File: src/rtl/hazard_pkg.sv
// Shared types for the pipeline hazard controller: forwarding-mux encoding,
// controller FSM states and the register-number width.
package hazard_pkg;

  localparam int REG_ADDR_W = 4;

  typedef enum logic [1:0] {
    FWD_REG = 2'd0,
    FWD_WB  = 2'd1,
    FWD_MEM = 2'd2
  } fwd_sel_t;

  typedef enum logic {
    HZ_RUN      = 1'b0,
    HZ_MEM_WAIT = 1'b1
  } hz_state_t;

endpackage

File: src/rtl/fwd_select.sv
// Priority compare for one EXE source operand: the younger MEM result beats
// the older WB result, otherwise the register-file value is used.
module fwd_select
  import hazard_pkg::*;
(
  input  logic [REG_ADDR_W-1:0] src,
  input  logic                  src_valid,
  input  logic [REG_ADDR_W-1:0] mem_dest,
  input  logic                  mem_wb_en,
  input  logic [REG_ADDR_W-1:0] wb_dest,
  input  logic                  wb_wb_en,
  output fwd_sel_t              sel
);

  always_comb begin
    // NOTE: default first so every path assigns sel and no latch is inferred.
    sel = FWD_REG;
    if (src_valid && mem_wb_en && (src == mem_dest)) begin
      sel = FWD_MEM;
    end else if (src_valid && wb_wb_en && (src == wb_dest)) begin
      sel = FWD_WB;
    end
  end

endmodule

File: src/rtl/pipeline_hazard_controller.sv
// Stall / flush / freeze and forwarding control around the EXE stage.
// Define HAZARD_PERF_CNT_EN to add the stall_cnt / flush_cnt counters.
module pipeline_hazard_controller
  import hazard_pkg::*;
#(
  parameter bit FWD_EN      = 1'b1,
  parameter int MEM_TIMEOUT = 255
) (
  input  logic                  clk,
  input  logic                  rst,
  input  logic [REG_ADDR_W-1:0] id_src1,
  input  logic [REG_ADDR_W-1:0] id_src2,
  input  logic                  id_src1_valid,
  input  logic                  id_src2_valid,
  input  logic [REG_ADDR_W-1:0] exe_dest,
  input  logic                  exe_wb_en,
  input  logic                  exe_mem_r_en,
  input  logic                  branch_taken,
  input  logic [REG_ADDR_W-1:0] mem_dest,
  input  logic                  mem_wb_en,
  input  logic                  mem_req,
  input  logic                  mem_ready,
  input  logic [REG_ADDR_W-1:0] wb_dest,
  input  logic                  wb_wb_en,
  output logic [1:0]            alu_mux_sel_src1,
  output logic [1:0]            alu_mux_sel_src2,
  output logic                  freeze_if,
  output logic                  freeze_id,
  output logic                  bubble_exe,
  output logic                  flush_if_id,
  output logic                  flush_id_exe,
  output logic                  freeze_all,
  output logic                  mem_timeout_err
`ifdef HAZARD_PERF_CNT_EN
  ,
  output logic [31:0]           stall_cnt,
  output logic [31:0]           flush_cnt
`endif
);

  localparam int CNT_W = $clog2(MEM_TIMEOUT + 1);
  localparam logic [CNT_W-1:0] CNT_MAX = CNT_W'(MEM_TIMEOUT);

  hz_state_t             state, state_next;
  logic [CNT_W-1:0]      wait_cnt, wait_cnt_inc;
  logic [REG_ADDR_W-1:0] exe_src1, exe_src2;
  logic                  exe_src1_valid, exe_src2_valid;
  logic                  hit1_exe, hit2_exe, hit1_mem, hit2_mem;
  logic                  stall_raw, stall;
  fwd_sel_t              sel1, sel2;

  // ---------------- FSM: state register ----------------
  always_ff @(posedge clk) begin
    // NOTE: non-blocking assignments for all clocked state avoid race ordering.
    if (rst) state <= HZ_RUN;
    else     state <= state_next;
  end

  // ---------------- FSM: next state ----------------
  always_comb begin
    state_next = state;
    unique case (state)
      HZ_RUN:      if (mem_req && !mem_ready) state_next = HZ_MEM_WAIT;
      HZ_MEM_WAIT: if (mem_ready)             state_next = HZ_RUN;
      default:                                state_next = HZ_RUN;
    endcase
  end

  // ---------------- FSM: outputs ----------------
  always_comb begin
    hit1_exe = id_src1_valid && (id_src1 == exe_dest);
    hit2_exe = id_src2_valid && (id_src2 == exe_dest);
    hit1_mem = id_src1_valid && (id_src1 == mem_dest);
    hit2_mem = id_src2_valid && (id_src2 == mem_dest);
    // Without forwarding any in-flight EXE/MEM writer must drain; WB is
    // written before the register file is read, so it never stalls.
    if (FWD_EN) stall_raw = exe_mem_r_en && exe_wb_en && (hit1_exe || hit2_exe);
    else        stall_raw = (exe_wb_en && (hit1_exe || hit2_exe)) ||
                            (mem_wb_en && (hit1_mem || hit2_mem));
    stall        = stall_raw && !branch_taken;
    freeze_all   = mem_req && !mem_ready;
    freeze_if    = freeze_all || stall;
    freeze_id    = freeze_all || stall;
    bubble_exe   = stall && !freeze_all;
    flush_if_id  = branch_taken && !freeze_all;
    flush_id_exe = branch_taken && !freeze_all;
  end

  // SRAM wait counter and sticky timeout flag.
  assign wait_cnt_inc = wait_cnt + 1'b1;

  always_ff @(posedge clk) begin
    if (rst) begin
      wait_cnt        <= '0;
      mem_timeout_err <= 1'b0;
    end else if (state == HZ_MEM_WAIT) begin
      if (mem_ready) begin
        wait_cnt <= '0;
      end else if (wait_cnt != CNT_MAX) begin
        wait_cnt <= wait_cnt_inc;
        if (wait_cnt_inc == CNT_MAX) mem_timeout_err <= 1'b1;
      end
    end else begin
      wait_cnt <= '0;
    end
  end

  // Source registers of the instruction entering EXE.
  always_ff @(posedge clk) begin
    if (rst) begin
      exe_src1       <= '0;
      exe_src2       <= '0;
      exe_src1_valid <= 1'b0;
      exe_src2_valid <= 1'b0;
    end else if (!freeze_all) begin
      if (bubble_exe || flush_id_exe) begin
        exe_src1_valid <= 1'b0;
        exe_src2_valid <= 1'b0;
      end else begin
        exe_src1       <= id_src1;
        exe_src2       <= id_src2;
        exe_src1_valid <= id_src1_valid;
        exe_src2_valid <= id_src2_valid;
      end
    end
  end

  fwd_select u_fwd_src1 (
    .src       (exe_src1),
    .src_valid (exe_src1_valid),
    .mem_dest  (mem_dest),
    .mem_wb_en (mem_wb_en),
    .wb_dest   (wb_dest),
    .wb_wb_en  (wb_wb_en),
    .sel       (sel1)
  );

  fwd_select u_fwd_src2 (
    .src       (exe_src2),
    .src_valid (exe_src2_valid),
    .mem_dest  (mem_dest),
    .mem_wb_en (mem_wb_en),
    .wb_dest   (wb_dest),
    .wb_wb_en  (wb_wb_en),
    .sel       (sel2)
  );

  assign alu_mux_sel_src1 = FWD_EN ? sel1 : FWD_REG;
  assign alu_mux_sel_src2 = FWD_EN ? sel2 : FWD_REG;

`ifdef HAZARD_PERF_CNT_EN
  always_ff @(posedge clk) begin
    if (rst) begin
      stall_cnt <= '0;
      flush_cnt <= '0;
    end else begin
      if (freeze_if)    stall_cnt <= stall_cnt + 32'd1;
      if (flush_id_exe) flush_cnt <= flush_cnt + 32'd1;
    end
  end
`endif

endmodule
File: config.mk
export PLATFORM = sky130hd
export DESIGN_NAME = pipeline_hazard_controller
export DESIGN_NICKNAME = d
export VERILOG_FILES = /design/src/rtl/hazard_pkg.sv /design/src/rtl/fwd_select.sv /design/src/rtl/pipeline_hazard_controller.sv
export SDC_FILE = /design/constraint.sdc
export NUM_CORES = 1
export LEC_CHECK = 0
export BUFFER_PORTS_ARGS = -buffer_cell sky130_fd_sc_hd__clkbuf_2
export CAP_MARGIN = 20
export CORE_MARGIN = 2
export CORE_UTILIZATION = 54
export DETAILED_ROUTE_END_ITERATION = 12
export HOLD_SLACK_MARGIN = 0.08
export PLACE_DENSITY = 0.84
export SLEW_MARGIN = 20
export SYNTH_ARGS = -nofsm -noshare
export SYNTH_HDL_FRONTEND = slang
export SYNTH_SLANG_ARGS = --single-unit
File: constraint.sdc
create_clock -name clk -period 4.45 [get_ports clk]
set_input_delay 1.335 -clock clk [delete_from_list [all_inputs] [get_ports clk]]
set_output_delay 1.335 -clock clk [all_outputs]
set_load 0.02 [all_outputs]
==> metrics.cfg, run 1 <==
[worst_setup_path]
endpoint = freeze_if
r2r-end = wait_cnt[0]
cp-start-kind = input port
cp_slowest_cell = xnor2_1
criticalPathCategory = in2out
rrSetupSlack_ps = 2850
crit_family = XOR/XNOR gates
slowest_delay_ps = 310
critPathRequiredTime_ps = 3120
cp-startpoint = id_src1[0]
cp_common_cell = clkbuf_2
r2r_cells = 5
path_cells = clkbuf_2 > xnor2_1 > nand4_4 > o22ai_2 > nand2b_1 > clkbuf_2
crit_buf_inv = 2
rr_startpoint = wait_cnt[0]
worst-path-stages = 6
critPathCaptureType = primary output
critical_path.max_fanout = 5
timing.critical_path.arrival_ps = 2480

[synth]
synth_cell_types = 34
synthTopCellsByCount = xnor2_1, dfxtp_1, nand2b_1, nand2_1, inv_1
postSynthAreaPerCell_sq_um = 8.43
yosysMostFrequentCell = xnor2_1
yosysTopAreaCellShare_pct = 31.3
synth_warnings = 0
synth_nets = 185
synth_top_area_cell = dfxtp_1
yosysSeqAreaShare_pct = 31.3
synth_edf_count = 0
synth_area_leaders = dfxtp_1, xnor2_1, nand2b_1
synthArstFlopShare_pct = 0
synthFlopType = dfxtp_1
synthCells = 152
syn-cell-area_sq_um = 1280
synth_seq_cells = 20

[global_route]
grt_pass1_vias = 1094
grt_max_degree = 22
antenna_found_initial = 0
grt_pass1_wl_um = 4380
track_usage_pct = 21.5
grt_overflow = 0

[placement]
hpwl_um = 2210
port_buffers = 41
place_area_sq_um = 1500
gp_congestion = 0.761
dp.cells = 216

[floorplanning]
initial_utilization_pct = 57.4
ios = 42
dieArea_sq_um = 2780
die_y_um = 52.7
die_x_um = 52.7
rows = 17
fp.coreArea_sq_um = 2230

[drt]
post_drt_wl_per_cell_um = 12.2
via_per_inst = 5.26
drcViolationCount = 0
dr.pass1.iters = 4
drt_iter0_drc = 14
wirelength_um = 2680
vias = 1158
ant_nets = 0

[timing]
fin_tns_setup_ps = 0
fin_skew_ps = 1.14
tightest_slew_ps = 490
drv_slew = 0
setup_viol = 0
rsz0062_at_grt = no
relSlewSlack_pct = 67.2
finalCriticalPeriod_ps = 3810
max_freq_mhz = 262
hold_viol_final = 0
finalCritPeriodShare_pct = 85.7

[power]
ir_worst_vdd_v = 0.000168
power_density_nw_per_um2 = 241
leakage_nw = 0.626

[clocking]
clkLatencyLatePin_ps = 290
cts_buffer_depth = 2
cts-buffers-inserted = 3
htree_levels = 1
post_cts_resized = 0
postCtsSetupRepairBufs = 0
cts-root-buf = clkbuf_4
cts.sinks = 20
hold_buffers = 0
tritoncts = built
clk_pin_slew_ps = 110

[finish]
nNetsFinal = 226
n_antenna_cell = 0
drive_gt1_share_pct = 26.0
area_delta_synth_final_pct = 19.5
final_cells = 220
design_area_sq_um = 1530

[status]
outcome = finished, final reports clean

[min_path]
hp-class = reg2reg

[job]
drv_cap = 0

## state kept, by name (all words and copies together), names as in the netlist
name	flops
wait_cnt	8
exe_src1	4
exe_src2	4
exe_src1_valid	1
exe_src2_valid	1
mem_timeout_err	1
state	1
## worst min-delay path, stage by stage, from the launching register on
cell,delay (ps)
dfxtp_1,320
inv_1,50
o22ai_1,70
## layer usage
layer	GRT usage, %	share of wire [%]
met5	0	0
met3	3.43	2.8
met2	44.2	57
met1	20.8	39
met4	7.69	0.60
## cell families after synthesis
| logic type | synth area share, % |
|---|---|
| compound gates | 9.77 |
| xor+xnor | 16.4 |
| fa+ha+maj | 1.95 |
| buf+inv | 5.27 |
| flops | 31.2 |
| mux | 7.03 |
| simple gates | 28.3 |
## layout make-up
type,instances,area (sq um)
multi-input cells,116,813
fillers,196,702
flip-flops and latches,20,400
repair buffers,41,205
inverters,11,41.3
clock buffers,4,36.3
well taps,28,35.0
## power breakdown
group	internal, W	leakage, nW	total, W	switching (W)
clock	0.0000499	0.0210	0.000105	0.0000548
combinational	0.0000362	0.442	0.0000733	0.0000372
sequential	0.000185	0.163	0.000192	0.00000631
total	0.000271	0.626	0.000370	0.0000983
## how the worst min path moves through the flow
| stage | start | to | cells past startpoint |
|---|---|---|---|
| floorplan | exe_src1_valid | exe_src1_valid | 2 |
| global placement | mem_timeout_err | mem_timeout_err | 2 |
| detailed placement | mem_timeout_err | mem_timeout_err | 2 |
| CTS | mem_timeout_err | mem_timeout_err | 2 |
| global route | mem_timeout_err | mem_timeout_err | 2 |
| finish | mem_timeout_err | mem_timeout_err | 2 |
## stage by stage
step                      power (W)  hold WS (ps)  setup WS [ps]  utilization [%]
after global routing       0.000389           518            548             68.6
final                      0.000370           480            635             68.6
after CTS                  0.000376           490            610             68.6
after global placement     0.000266           467            669             66.9
after floorplan            0.000242           450            647                -
after detailed placement   0.000269           472            611             66.9
## cell usage in the layout, fill, tap and decap left out, types with 2 or more instances in the layout
cell and count:
nor3_1 6, a21oi_1 6, nand2_1 11, or3_1 2, clkbuf_2 41, a22oi_1 2, xnor2_1 21, xor2_1 3
o221ai_1 2, nand4_1 2, mux2i_1 9, nor2_1 7, ha_1 2, inv_1 10, nand2b_1 18, o2111ai_1 2
and3_1 2, dfxtp_1 20, nand3_1 8, clkbuf_4 3
Note: power is estimated with default switching activity, not from simulation.
==> run 2, diff against run 1 <==
--- a/config.mk
+++ b/config.mk
@@ -15,4 +15,5 @@
 export SLEW_MARGIN = 20
 export SYNTH_ARGS = -nofsm -noshare
 export SYNTH_HDL_FRONTEND = slang
+export SYNTH_HIERARCHICAL = 1
 export SYNTH_SLANG_ARGS = --single-unit
==> run 2 against run 1 <==
Routed wire length up 15%. Cell count down 3.6%. Synthesized area up 2.5%. Combinational power up 8.2%. Total power up 14%. Highest routed layer unchanged. Die area up 2.3%. Fmax down 0.33%. Non-clock buffer count unchanged.
==> metrics.cfg, run 2 <==
[power]
pwr-share-comb_pct = 18.9
leakage_nw = 0.634
clockPowerShare_pct = 35.3
ir_worst_vdd_v = 0.000251
sw_frac_of_total_pct = 25.0
p_sw_w = 0.000105
seq_power_share_pct = 45.8
intPower_w = 0.000315
power_density_nw_per_um2 = 266

[synth]
synth_edf_count = 0
synth_nets = 177
synth_cell_types = 36
synthTopCellsByCount = xnor2_1, dfxtp_1, nand2b_1, nand2_1, xor2_1
synth_seq_cells = 20
synth_warnings = 6
synthCells = 144
syn-cell-area_sq_um = 1310
synthArstFlopShare_pct = 0
yosysMostFrequentCell = xnor2_1
yosysTopAreaCellShare_pct = 30.5
yosysSeqAreaShare_pct = 30.5
synth_area_leaders = dfxtp_1, xnor2_1, nand2b_1
synthFlopType = dfxtp_1
synth_top_area_cell = dfxtp_1
postSynthAreaPerCell_sq_um = 9.12

[finish]
nFillCells = 175
top_regs = wait_cnt: 8 flops, exe_src1: 4 flops, exe_src2: 4 flops
regMostFlops = wait_cnt
largest_register_ffs = 8
final_common_cell = clkbuf_2
final_core_util_pct = 70.1
drive_gt1_share_pct = 32.1
n_antenna_cell = 0
area_delta_synth_final_pct = 20.3
layout_common_cells = clkbuf_2, xnor2_1, dfxtp_1
nNetsFinal = 218

[drt]
drt_iter0_drc = 17
via_per_inst = 5.45
post_drt_wl_per_cell_um = 14.6
wirelength_um = 3090
vias = 1156
ant_nets = 0
drcViolationCount = 0
dr.pass1.iters = 4

[clocking]
postCtsSetupRepairBufs = 0
clkLatencyLatePin_ps = 300
hold_buffers = 0
cts-buffers-inserted = 3
htree_levels = 1
cts.sinks = 20
cts-root-buf = clkbuf_4
post_cts_resized = 0
clk_pin_slew_ps = 120
tritoncts = built
cts_buffer_depth = 2

[worst_setup_path]
cp-start-kind = input port
critPathCaptureType = primary output
timing.critical_path.arrival_ps = 2490
criticalPathCategory = in2out
critPathRequiredTime_ps = 3120
critical_path.max_fanout = 5

[floorplanning]
rows = 17
die_x_um = 53.3
die_y_um = 53.3
initial_utilization_pct = 58.3
ios = 42
fp.coreArea_sq_um = 2250
dieArea_sq_um = 2840

[timing]
max_freq_mhz = 261
setup_viol = 0
fin_skew_ps = 5.20
tightest_slew_ps = 782
finalCriticalPeriod_ps = 3830
drv_slew = 0
finalCritPeriodShare_pct = 86.0
relSlewSlack_pct = 47.8
rsz0062_at_grt = no
hold_viol_final = 0
fin_tns_setup_ps = 0

[global_route]
track_usage_pct = 23.0
grt_max_degree = 21
antenna_found_initial = 0
grt_pass1_vias = 1176
grt_pass1_wl_um = 4730
grt_overflow = 0

[placement]
port_buffers = 41
hpwl_um = 2430
gp_congestion = 0.804

[job]
drv_cap = 0

[status]
outcome = finished, final reports clean

[min_path]
hp-class = reg2reg

run 2: kinds of logic (layout without fill, tap and decap cells):
logic type      Yosys count  after routing  share of synthesized area [%]
fa+ha+maj                 2              2                           1.90
mux                       8              8                           6.10
buf+inv                   7             47                           2.57
simple gates             61             61                           30.2
flops                    20             20                           30.5
xor+xnor                 31             31                           20.7
compound gates           15             15                           8.10
run 2: per-stage QoR:
stage	hold slack, ps	std cells	cell area, sq um	power (W)	setup WS, ps
after detailed placement	475	208	1530	0.000274	638
after global placement	468	208	1530	0.000270	712
final	495	212	1580	0.000420	623
after CTS	502	212	1580	0.000419	630
after floorplan	449	144	1310	0.000245	759
after global routing	530	212	1580	0.000432	534
run 2: cell type report:
cell class                 count  area [sq um]  area share [%]
multi-input combinational    117           880            55.7
tap                           28          35.0            2.22
clock buffer                   3          22.5            1.43
clock inverter                 1          30.0            1.90
timing repair buffer          41           205            13.0
inverter                       2          7.51           0.475
sequential                    20           400            25.3
run 2: critical path: stages:
cell and delay (ps):
clkbuf_2 130, and3b_1 260, nand4_1 110, o22ai_2 300
or2_1 180, clkbuf_2 180
run 2: worst paths after layout:
| path | start | slack, ps | endpoint | depth (start not counted) |
|---|---|---|---|---|
| hold / removal | state | 500 | state | 1 |
| setup reg to reg | wait_cnt[0] | 2980 | wait_cnt[0] | 6 |
| hold reg to reg | state | 500 | state | 1 |
| setup / recovery | branch_taken | 620 | freeze_if | 6 |
run 2: power groups by stage:
stage	registers [W]	logic (W)	clock network (W)
after global routing	0.000193	0.0000847	0.000154
after floorplan	0.000194	0.0000511	0
final	0.000192	0.0000793	0.000148
after global placement	0.000196	0.0000747	0
after CTS	0.000192	0.0000788	0.000148
after detailed placement	0.000196	0.0000781	0
run 2: routing by layer:
metal	part of all wire, %	GRT usage (%)
met1	41	23.9
met2	52	45.7
met3	4.9	2.54
met4	1.7	8.97
met5	0	0
